==> config.mk <==
export PLATFORM = sky130hd
export DESIGN_NAME = message_normalize_buffer
export DESIGN_NICKNAME = d
export VERILOG_FILES = /design/src/rtl/message_normalize_buffer.sv
export SDC_FILE = /design/constraint.sdc
export NUM_CORES = 1
export LEC_CHECK = 0
export BUFFER_PORTS_ARGS = -buffer_cell sky130_fd_sc_hd__buf_2
export CAP_MARGIN = 30
export CORE_MARGIN = 3
export CORE_UTILIZATION = 45
export CTS_CLUSTER_DIAMETER = 60
export DETAILED_ROUTE_END_ITERATION = 6
export GPL_TIMING_DRIVEN = 0
export REMOVE_ABC_BUFFERS = 1
export SLEW_MARGIN = 20
export SYNTH_ARGS = -nofsm -noshare
export SYNTH_HDL_FRONTEND = slang
export SYNTH_SLANG_ARGS = --single-unit
==> constraint.sdc <==
create_clock -name clk -period 5.25 [get_ports clk]
set_input_delay 0.525 -clock clk [delete_from_list [all_inputs] [get_ports clk]]
set_output_delay 0.525 -clock clk [all_outputs]
set_load 0.005 [all_outputs]
==> src/rtl/message_normalize_buffer.sv <==
// message_normalize_buffer
//
// Collects one check-node output list (LLRs nondecreasing), subtracts the
// first stored LLR from every stored LLR, then replays the list to the
// variable-node stage.  Lists longer than N_M entries are truncated.
//
// Handshake: an input entry transfers on a rising edge where in_valid=1 and
// in_ready=1; an output entry transfers on a rising edge where out_valid=1
// and out_ready=1.  Payloads are held stable while valid is high and ready is
// low.  in_ready and out_valid are never high together.
//
// Ports:
//   clk, force_reset       clock, synchronous active-high reset
//   in_valid/in_ready      input handshake; in_llr, in_q, in_last payload
//   out_valid/out_ready    output handshake; out_llr, out_q, out_last payload
//   order_err              sticky: an input LLR was below the list minimum
//   dbg_state              current FSM state (0 = COLLECT, 1 = SEND)
module message_normalize_buffer #(
  parameter int LLR_Width     = 6,
  parameter int Q_Width       = 5,
  parameter int Counter_Width = 4,
  parameter int N_M           = 8
) (
  input  logic                 clk,
  input  logic                 force_reset,
  input  logic                 in_valid,
  input  logic [LLR_Width:0]   in_llr,
  input  logic [Q_Width:0]     in_q,
  input  logic                 in_last,
  output logic                 in_ready,
  output logic                 out_valid,
  input  logic                 out_ready,
  output logic [LLR_Width:0]   out_llr,
  output logic [Q_Width:0]     out_q,
  output logic                 out_last,
  output logic                 order_err,
  output logic [0:0]           dbg_state
);

  localparam logic [0:0] COLLECT = 1'b0;
  localparam logic [0:0] SEND    = 1'b1;

  // Storage spans the whole read-pointer range so rd_ptr indexes it directly;
  // only the first N_M slots are ever written.
  localparam int DEPTH = 2 ** Counter_Width;
  // count must be able to hold N_M itself, hence one extra bit.
  localparam logic [Counter_Width:0] NM = (Counter_Width + 1)'(N_M);

  logic [0:0]               state;
  logic [Counter_Width:0]   count;
  logic [Counter_Width-1:0] rd_ptr;
  logic [LLR_Width:0]       min_llr;
  logic                     order_err_q;

  logic [LLR_Width:0] llr_mem [DEPTH];
  logic [Q_Width:0]   q_mem   [DEPTH];

  logic                   store;
  logic [Counter_Width:0] next_count;
  logic [LLR_Width:0]     norm_llr;
  logic                   norm_err;

  always_comb begin
    store      = (state == COLLECT) && in_valid && (count < NM);
    next_count = store ? count + 1'b1 : count;
    norm_llr   = '0;
    norm_err   = 1'b0;
    // The first stored entry defines the minimum, so it normalizes to 0.
    if (count != '0) begin
      if (in_llr < min_llr) begin
        norm_err = 1'b1;
      end else begin
        norm_llr = in_llr - min_llr;
      end
    end
  end

  always_ff @(posedge clk) begin
    if (force_reset) begin
      state       <= COLLECT;
      count       <= '0;
      rd_ptr      <= '0;
      min_llr     <= '0;
      order_err_q <= 1'b0;
    end else begin
      case (state)
        COLLECT: begin
          if (store) begin
            count <= next_count;
            if (count == '0) begin
              min_llr <= in_llr;
            end
            if (norm_err) begin
              order_err_q <= 1'b1;
            end
          end
          // An empty list produces no output and leaves us collecting.
          if (in_last && (next_count != '0)) begin
            state <= SEND;
          end
        end
        SEND: begin
          if (out_ready) begin
            if (out_last) begin
              state   <= COLLECT;
              count   <= '0;
              rd_ptr  <= '0;
              min_llr <= '0;
            end else begin
              rd_ptr <= rd_ptr + 1'b1;
            end
          end
        end
        default: state <= COLLECT;
      endcase
    end
  end

  always_ff @(posedge clk) begin
    if (store && !force_reset) begin
      llr_mem[count[Counter_Width-1:0]] <= norm_llr;
      q_mem[count[Counter_Width-1:0]]   <= in_q;
    end
  end

  // Payload is forced to zero outside SEND so it reads 0 after reset even
  // though the storage itself is not cleared.
  always_comb begin
    in_ready  = (state == COLLECT);
    out_valid = (state == SEND);
    out_llr   = out_valid ? llr_mem[rd_ptr] : '0;
    out_q     = out_valid ? q_mem[rd_ptr] : '0;
    out_last  = out_valid && ({1'b0, rd_ptr} == (count - 1'b1));
    order_err = order_err_q;
    dbg_state = state;
  end

endmodule

Word level (Yosys, flattened, before mapping)
Memory sizes are Yosys's and may differ from the RTL's. A register that Yosys moved wholly into a read port is not among the register bits. Cells that the tools add are included.

Add/sub/neg operators: 4. $lt $le $gt $ge: 2. Equality and inequality tests: 5. Multiplexer cells: 27. Bitwise operators: 1. Reduce and logical (&&, ||, !) cells: 13.

Operators with widths (count): two-way mux 7 bit (7); two-way mux 4 bit (5); two-way mux 5 bit (4); case mux 7 bit (2 select lines) (1); case mux 5 bit (2 select lines) (1); nonzero test 5 bit (2); < comparator 7 bit (1); two-way mux 1 bit (7); subtractor 7 bit (1); two-way mux 6 bit (1); AND reduction 3 bit (2); adder 5 x 1 -> 5 bit, second input constant (1); == test 4 x 5 -> 1 bit (1); logical AND 1 bit (5); zero test 5 bit (1); < comparator 5 x 4 -> 1 bit, second input constant (1); subtractor 5 x 1 -> 5 bit, second input constant (1); adder 4 x 1 -> 4 bit, second input constant (1); != test 2 x 1 -> 1 bit, second input constant (2); != test 2 bit, second input constant (2); AND reduction 4 bit (1); case mux 1 bit (2 select lines) (1); AND reduction 2 bit (1); zero test 1 bit (1); inverter 1 bit (1).

Bits in registers: 18. RAM bits: 208. Bits of input ports: 18. Output and inout port bits: 18. Word-level logic and storage cells: 59. Memories: 2.

Memory list: llr_mem (words 16, width 7, rd ports 1, clocked after memory_dff 1, write ports 1, line 55) `logic [LLR_Width:0] llr_mem [DEPTH];`; q_mem (words 16, width 6, rd ports 1, clocked after memory_dff 1, write ports 1, line 56) `logic [Q_Width:0] q_mem [DEPTH];`.

Depth between registers and ports, before layout
Gate-level depths: netlist (run 1).

Depth after elaboration: 8. Gate-level depth with buffers: 9. Depth with buffers taken out: 9.

Worst setup path after synthesis (run 1)
No wires, ideal clock.

Kind: input to register. Start: input in_valid. End: memory llr_mem[7][0] (netlist bit), enable pin. Library setup time: 0.402 ns. Arrival time: 2.390 ns. Data required time: 4.848 ns. Setup slack: 2.458 ns. Cell stages on the path: 4. Path buffers: 0. Path through: nor3b_1 nor2b_1 nand3_1 nor3b_1.

Word-level cells in the longest chain between the ends: 5.

Ends and longest elaborated chain: from (decl) (line 26) `input logic in_valid,`; logical AND 1 bit (2 in series) (line 64) `store = (state == COLLECT) && in_valid && (count < NM);`; logical AND 1 bit (line 120) `if (store && !force_reset) begin`; two-way mux 1 bit (line 120); two-way mux 1 bit (not written as such) (line 121) `llr_mem[count[Counter_Width-1:0]] <= norm_llr;`; to (decl) (line 55).

No other way between the ends.

==> reports/metrics.yaml, run 1 <==
p_sw_uw: 866
synth_compound_area_frac: 0.0417
cts_setup_buffers: 0
yosysTopAreaCellShare: 0.669
crit_fanout: 32
ant_nets: 0
setup_viol: 0
timing_hold_violations_final: 0
setup-tns-final_ns: 0
hp-class: "in -> reg"
wl_per_cell_um: 17.6
finClkSkew_ns: 0.0181
drv_slew: 0
globalRouteMet1Util: 0.200
cts_htree_levels: 1
gp_congestion: 0.779
p_leak_nw: 3.85
period_share: 0.655
clkPwrFrac: 0.380
dp_hpwl_um: 10000
top_usage_layer: "met2"
die_h_um: 150
area_growth_pct: 17.9
synth_simple_gate_area_share: 0.0414
status: "completed"
insertion_delay_ns: 0.51
synth_top_family_by_area: "multiplexers"
power_mw: 4.06
p_int_mw: 3.19
rsz0062_at_grt: "false"
cap_violations: 0
fmax_mhz: 291
synthMuxAreaShare: 0.157
ir_worst_vdd_mv: 0.268
syn_inst: 475
port_buffers: 35
fp.coreArea_mm2: 0.0203
required_ns: 4.72
synth_xor_area_frac: 0.00657
drive_gt1_frac: 0.237
crit_path_end_kind: "output pin"
finalWirelength_um: 16100
cts.path.max_buffers: 3
synth_area_leaders: "edfxtp_1 (67%), mux4_2 (16%), dfxtp_1 (4.7%)"
period_needed_ns: 3.44
cts_hold_buf: 0
rows: 52
worstMarginPinSlew_ns: 0.951
yosysUniqueCellTypes: 52
drt_pass1_iterations: 4
grt_pass1_wl_um: 25800
synthFlopType: "edfxtp_1"
holdWs_ns: 0.258
final_nets: 659
drt_iter0_markers: 322
grt_max_degree: 38
slew_headroom: 0.365
vias_per_cell: 5.05
antenna_found_initial: 0
cts.sinks: 230
diodes: 0
vias: 4622
worst_ep_arrival_time_ns: 2.91
seq_area_frac_synth: 0.716
drc: 0
start_kind: "register"
initial_core_util: 0.460
met3_usage: 0.0282
dieArea_mm2: 0.0225
p_comb_frac: 0.083
critical_path_class: "reg -> out"
pre_cts_ws_ns: 2.00
gr-usage-met2: 0.255
p_seq_frac: 0.538
p_per_area_mw_per_mm2: 368
die_w_um: 150
fin_ws_ns: 1.81
async_reset_ff_frac: 0
io_pins: 36
p_sw_frac: 0.213
synth.cell_area_mm2: 0.00933
cts_buffers: 25
grt_pass1_vias: 4882
ys_seq_elements: 230
yosysWarnings: 0
clk_pin_slew_ns: 0.05
synth_area_per_cell_um2: 19.7
cts_tree: "yes"
final_util: 0.542
cts_resized: 0
cts-root-buf: "clkbuf_16"
synth_area_leader_cell: "edfxtp_1"
synth_edf_count: 208
grt_use_total: 0.149
synthAdderAreaFrac: 0.0196
overflow: 0
## Yosys cell counts, types with 2 or more instances
library cell and count:
edfxtp_1 208, mux4_2 65, dfxtp_1 22, and2_1 16
ha_1 13, inv_1 13, clkbuf_1 11, nand2_1 11
nor2_1 10, buf_2 8, nand3_1 8, a211oi_1 6
a21oi_1 6, a22o_1 6, nor3_1 6, o21a_1 6
xnor2_1 5, nor3b_1 4, o21ai_0 4, and3_1 3
buf_1 3, nand4_1 3, nor2b_1 3, o21ai_1 3
a21o_1 2, a31oi_1 2, nand3b_1 2, xor2_1 2
## final timing paths
path	from	to	cells after the start	slack, ns
worst max register to register	dbg_state	llr_mem[7][6]	6	2.01
worst min-delay path	in_llr[0]	min_llr[0]	2	0.26
worst min register to register	min_llr[5]	min_llr[5]	1	0.47
worst max-delay path	register	out_llr[1]	5	1.81
## worst max-delay path, cell delays in order (launching register included)
cell	delay, ns
dfxtp_4	0.77
buf_12	0.30
mux4_2	0.53
mux4_2	0.47
and2_1	0.19
buf_2	0.13
## through the flow
step                      std cells  cell area (µm²)
after floorplan                 554             9610
after global placement          859            10100
after detailed placement        866            10300
after CTS                       911            11000
after global routing            915            11000
final                           915            11000
## layout by cell type (no fill, tap or decap), drive strengths merged, types with 3 or more instances in the layout
cell,count
o21ai,7
dfxtp,22
mux4,65
clkbuf,37
nor2b,3
conb,104
nand2,11
nor3b,4
nand3,8
a21oi,6
clkinv,6
o21a,6
and2,16
nand4,3
nor2,10
a22o,6
and3,3
nor3,6
ha,13
a211oi,6
buf,46
xnor2,5
edfxtp,208
inv,15
## routing by layer
layer / wire length [µm] / part of all wire / vias to the layer above
met2: 8000 / 0.50 / 91
met3: 679 / 0.042 / 28
met5: 0 / 0 / -
li1: - / - / 2154
met1: 7130 / 0.44 / 2349
met4: 307 / 0.019 / 0
## power by group through the flow
| stage | clock network, mW | registers [mW] | logic, mW |
|---|---|---|---|
| 2_1_floorplan | 0 | 2.21 | 0.227 |
| 3_3_place_gp | 0 | 2.23 | 0.301 |
| 3_5_place_dp | 0 | 2.22 | 0.329 |
| 4_1_cts | 1.59 | 2.18 | 0.331 |
| 5_1_grt | 1.66 | 2.19 | 0.373 |
| 6_report | 1.54 | 2.18 | 0.335 |
## final cells by class
class                      count  area [µm²]
clock buffer                  37         681
clock inverter                 8        47.5
fill                        1662        9290
inverter                      13        48.8
multi-input combinational    311        2890
sequential                   230        6700
tap                          270         338
timing repair buffer          46         305
## state kept, by name, indices dropped and copies added, names as in the netlist, named ones only
name / flops
q_mem: 96
dbg_state: 1
order_err: 1
llr_mem: 112
count: 5
min_llr: 7
rd_ptr: 4
## cells by family after synthesis
kind of cell,count (synthesis)
XOR/XNOR,7
flip-flops,230
multiplexers,65
AND/OR/NAND/NOR,71
buffers and inverters,37
other,1
AO/OA/AOI/OAI,50
adder cells (fa/ha/maj),14
Note: power is estimated with default switching activity, not from simulation.
==> run 2, diff against run 1 <==
- clock period: 5.25 -> 3.45 ns (I/O delays scaled with it)
==> reports/metrics.yaml, run 2 (same netlist as run 1, synthesis figures left out) <==
fmax_mhz: 315
crit_fanout: 15  # -53%
setup_viol: 0  # unchanged
drc: 0  # unchanged
gr-usage-met2: 0.255  # unchanged
drt_pass1_iterations: 4  # unchanged
holdWs_ns: 0.0747  # -0.183 ns
pre_cts_ws_ns: 0.196  # -1.80 ns
globalRouteMet1Util: 0.200  # unchanged
cts.sinks: 230  # unchanged
largest_reg_flops: 112  # unchanged
grt_use_total: 0.149  # unchanged
required_ns: 3.65  # -1.07 ns
rsz0062_at_grt: "false"
mostFrequentLayoutCell: "edfxtp_1"
drt_iter0_markers: 325  # +0.93%
cts.path.max_buffers: 3  # unchanged
hp-class: "in -> reg"
drive_gt1_frac: 0.240  # +0.00273
slowest_delay_ns: 0.59  # -0.18 ns
grt_pass1_vias: 4882  # unchanged
gp_congestion: 0.779  # unchanged
antenna_found_initial: 0  # unchanged
dp_hpwl_um: 10000  # unchanged
p_leak_nw: 3.85  # +0.24%
area_growth_pct: 18.2
wl_per_cell_um: 17.8  # +1.2%
fin_ws_ns: 0.272  # -1.54 ns
cap_violations: 0  # unchanged
crit_chain: "buf_8, nor3b_1, nor2b_1, nand3_1, nor3_2, buf_4"
insertion_delay_ns: 0.51  # about the same
worstMarginPinSlew_ns: 0.955  # +0.00363 ns
p_per_area_mw_per_mm2: 560  # +52%
grt_pass1_wl_um: 25800  # unchanged
timing_hold_violations_final: 0  # unchanged
cp_slowest_cell: "nor3_2"
final_cell_mix: "edfxtp_1 (208), conb_1 (104), mux4_2 (65), buf_2 (35), clkbuf_16 (25)"
period_needed_ns: 3.18
port_buffers: 35  # unchanged
ant_nets: 0  # unchanged
cts-root-buf: "clkbuf_16"
diodes: 0  # unchanged
final_nets: 660  # +0.15%
met3_usage: 0.0282  # unchanged
rows: 52  # unchanged
cts_htree_levels: 1  # unchanged
fp.coreArea_mm2: 0.0203  # unchanged
initial_core_util: 0.460  # unchanged
start_kind: "register"
dieArea_mm2: 0.0225  # unchanged
top_usage_layer: "met2"
io_pins: 36  # unchanged
clk_pin_slew_ns: 0.06  # about the same
ir_worst_vdd_mv: 0.408  # +53%
vias_per_cell: 5.08  # +0.63%
die_h_um: 150  # unchanged
overflow: 0  # unchanged
critical_path_class: "reg -> reg"
worst_ep_arrival_time_ns: 3.38  # +0.47 ns
finalWirelength_um: 16300  # +1.4%
setup-tns-final_ns: 0  # unchanged
crit_path_end_kind: "register"
drv_slew: 0  # unchanged
power_mw: 6.18  # +52%
cts_buffers: 25  # unchanged
status: "completed"
slew_headroom: 0.363  # -0.00242
finClkSkew_ns: 0.0180  # -0.0000384 ns
vias: 4656  # +0.74%
period_share: 0.921
die_w_um: 150  # unchanged
grt_max_degree: 38  # unchanged
cts_tree: "yes"
[run 2: cell count changes in the layout (fill, tap and decap cells not counted), sizes merged]
cell  previous run  this run
buf             46        47
[run 2: through the flow]
stage / cells / cell area [µm²] / util
global placement: 859 / 10100 / 0.499
floorplan: 554 / 9610 / -
CTS: 911 / 11000 / 0.541
detailed placement: 866 / 10300 / 0.505
finish: 916 / 11000 / 0.544
global route: 916 / 11000 / 0.544
[run 2: metal layers]
layer / vias to the layer above / part of all wire
met5: - / 0
li1: 2159 / -
met3: 28 / 0.039
met4: 0 / 0.019
met2: 84 / 0.50
met1: 2385 / 0.44
[run 2: where the power goes]
part	internal, mW	leakage (nW)	switching [mW]
Clock	1.37	0.358	0.977
Sequential	3.24	2.19	0.0685
Combinational	0.247	1.31	0.274
[run 2: worst paths after layout]
check                           startpoint       endpoint  slack (ns)  cells past startpoint
worst max-delay path             dbg_state  llr_mem[3][6]        0.27                      6
worst min-delay path             in_llr[0]     min_llr[0]        0.07                      2
worst max register to register   dbg_state  llr_mem[3][6]        0.27                      6
worst min register to register  min_llr[5]     min_llr[5]        0.47                      1
[run 2: area by class of cell]
type	instances	area (µm²)
timing repair buffer	47	325
multi-input combinational	311	2900
clock buffer	37	681
inverter	13	48.8
clock inverter	8	47.5
tap	270	338
sequential	230	6700
fill	1658	9260
[run 2: critical path, delay by kind of cell (launching register included)]
family        cells  cell delay, ns
buf+inv           2            0.56
simple gates      4            1.83
flops             1            0.48
[run 2: timing repair]
| action | CTS | global route |
|---|---|---|
| endpoints found under the setup margin | 0 | 20 |
| hold buffers | 0 | 0 |
| gates resized for setup | 0 | 2 |
| endpoints found under the hold margin | 0 | 0 |
| buffers inserted | 0 | 1 |
==> run 3, diff against run 2 <==
- CTS_BUF_LIST: default -> sky130_fd_sc_hd__clkbuf_8 sky130_fd_sc_hd__clkbuf_16
==> reports/metrics.yaml, run 3 (same netlist as run 1, synthesis figures left out) <==
grt_max_degree: 38  # unchanged
clkPwrFrac: 0.376  # -0.003
initial_core_util: 0.460  # unchanged
setup-tns-final_ns: 0  # unchanged
dp_hpwl_um: 10000  # unchanged
status: "completed"
required_ns: 3.65  # about the same
area_growth_pct: 18.2  # unchanged
drv_slew: 0  # unchanged
wl_per_cell_um: 17.8  # about the same
reg2reg_depth: 6  # unchanged
largest_reg_flops: 112  # unchanged
crit_path_end_kind: "register"
p_leak_nw: 3.90  # +1.2%
cts_htree_levels: 1  # unchanged
seq_area_mm2: 0.00670  # unchanged
final_cell_area_mm2: 0.0110  # unchanged
fmax_mhz: 314  # -0.15%
fp.coreArea_mm2: 0.0203  # unchanged
drc: 0  # unchanged
period_needed_ns: 3.18  # +0.00489 ns
hold_depth: 2  # unchanged
regToRegStartpoint: "dbg_state"
start_kind: "register"
rows: 52  # unchanged
port_buffers: 35  # unchanged
p_comb_frac: 0.085  # about the same
die_h_um: 150  # unchanged
ir_worst_vdd_mv: 0.408  # -0.10%
io_pins: 36  # unchanged
mostFrequentLayoutCell: "edfxtp_1"
ant_nets: 0  # unchanged
period_share: 0.922  # +0.00142
finClkSkew_ns: 0.0177  # -0.000328 ns
slew_headroom: 0.362  # -0.000912
critical_path_class: "reg -> reg"
grt_pass1_vias: 4882  # unchanged
rsz0062_at_grt: "false"
clk_pin_slew_ns: 0.06  # about the same
setup_viol: 0  # unchanged
vias: 4668  # +0.26%
worst_ep_arrival_time_ns: 3.38  # about the same
cp-startpoint: "dbg_state"
crit_fanout: 15  # unchanged
multiInputGateArea_mm2: 0.00290  # unchanged
antenna_found_initial: 0  # unchanged
hp-start: "in_llr[0]"
grt_pass1_wl_um: 25800  # unchanged
placed_cell_area_mm2: 0.0103  # unchanged
cts_buffers: 25  # unchanged
final_cell_mix: "edfxtp_1 (208), conb_1 (104), mux4_2 (65), buf_2 (35), clkbuf_16 (25)"
finalWirelength_um: 16300  # about the same
diodes: 0  # unchanged
hp-class: "in -> reg"
p_sw_mw: 1.32  # about the same
cts_tree: "yes"
die_w_um: 150  # unchanged
gp_congestion: 0.779  # unchanged
cts-root-buf: "clkbuf_16"
cap_violations: 0  # unchanged
insertion_delay_ns: 0.51  # about the same
final_nets: 660  # unchanged
timing_hold_violations_final: 0  # unchanged
p_int_mw: 4.82  # -0.68%
drive_gt1_frac: 0.240  # unchanged
p_sw_frac: 0.215  # +0.00130
power_mw: 6.15  # -0.51%
final_util: 0.544  # unchanged
p_seq_frac: 0.539  # +0.003
drt_pass1_iterations: 5  # +1
holdWs_ns: 0.0742  # -0.000513 ns
worstMarginPinSlew_ns: 0.956  # +0.00136 ns
drt_iter0_markers: 329  # +1.2%
cts_hold_buf: 0  # unchanged
vias_per_cell: 5.10  # +0.26%
overflow: 0  # unchanged
cts.path.max_buffers: 3  # unchanged
cts.sinks: 230  # unchanged
grt_use_total: 0.149  # unchanged
fill_cells: 1658  # unchanged
dieArea_mm2: 0.0225  # unchanged
p_per_area_mw_per_mm2: 557  # -0.51%
run 3: cell count changes in the layout (fill, tap and decap cells not counted), sizes merged:
cell,before,now
clkbuf,37,26
inv,15,26
run 3: timing repair:
action                     4_1_cts  5_1_grt
buffers inserted                 0        1
setup endpoints to repair        0       20
gates resized for setup          0        2
run 3: final cells by class:
type,instances,share of cell area
clock buffers,26,0.0579
well taps,270,0.0306
clock inverters,19,0.00805
inverters,13,0.00442
multi-input cells,311,0.263
flip-flops and latches,230,0.607
repair buffers,47,0.0295
run 3: path summary, 6_finish.rpt:
path	endpoint	slack, ns
worst min-delay path	min_llr[0]	0.07
worst min register to register	min_llr[5]	0.47
worst max register to register	llr_mem[3][6]	0.27
worst max-delay path	llr_mem[3][6]	0.27
run 3: power groups by stage:
stage,logic [mW],registers (mW),clock network (mW)
after floorplan,0.346,3.36,0
after global placement,0.459,3.39,0
after detailed placement,0.501,3.38,0
after CTS,0.504,3.32,2.39
after global routing,0.582,3.33,2.50
final,0.522,3.31,2.31
run 3: stage by stage:
| stage | setup slack, ns | instances |
|---|---|---|
| final | 0.267 | 916 |
| after global routing | 0.00293 | 916 |
| after CTS | 0.0870 | 911 |
| after detailed placement | 0.196 | 866 |
| after global placement | -1.61 | 859 |
| after floorplan | -0.409 | 554 |
run 3: worst max-delay path, stage by stage, from the launching register on:
cell     delay [ns]
dfxtp_1        0.48
buf_8          0.25
nor3b_1        0.56
nor2b_1        0.43
nand3_1        0.25
nor3_2         0.60
buf_4          0.30
run 3: metal layers:
| layer | up-vias | routed length, µm | track usage |
|---|---|---|---|
| li1 | 2157 | - | - |
| met1 | 2391 | 7160 | 0.200 |
| met2 | 90 | 8220 | 0.255 |
| met3 | 30 | 655 | 0.0282 |
| met4 | 0 | 314 | 0.0325 |
| met5 | - | 0 | 0 |
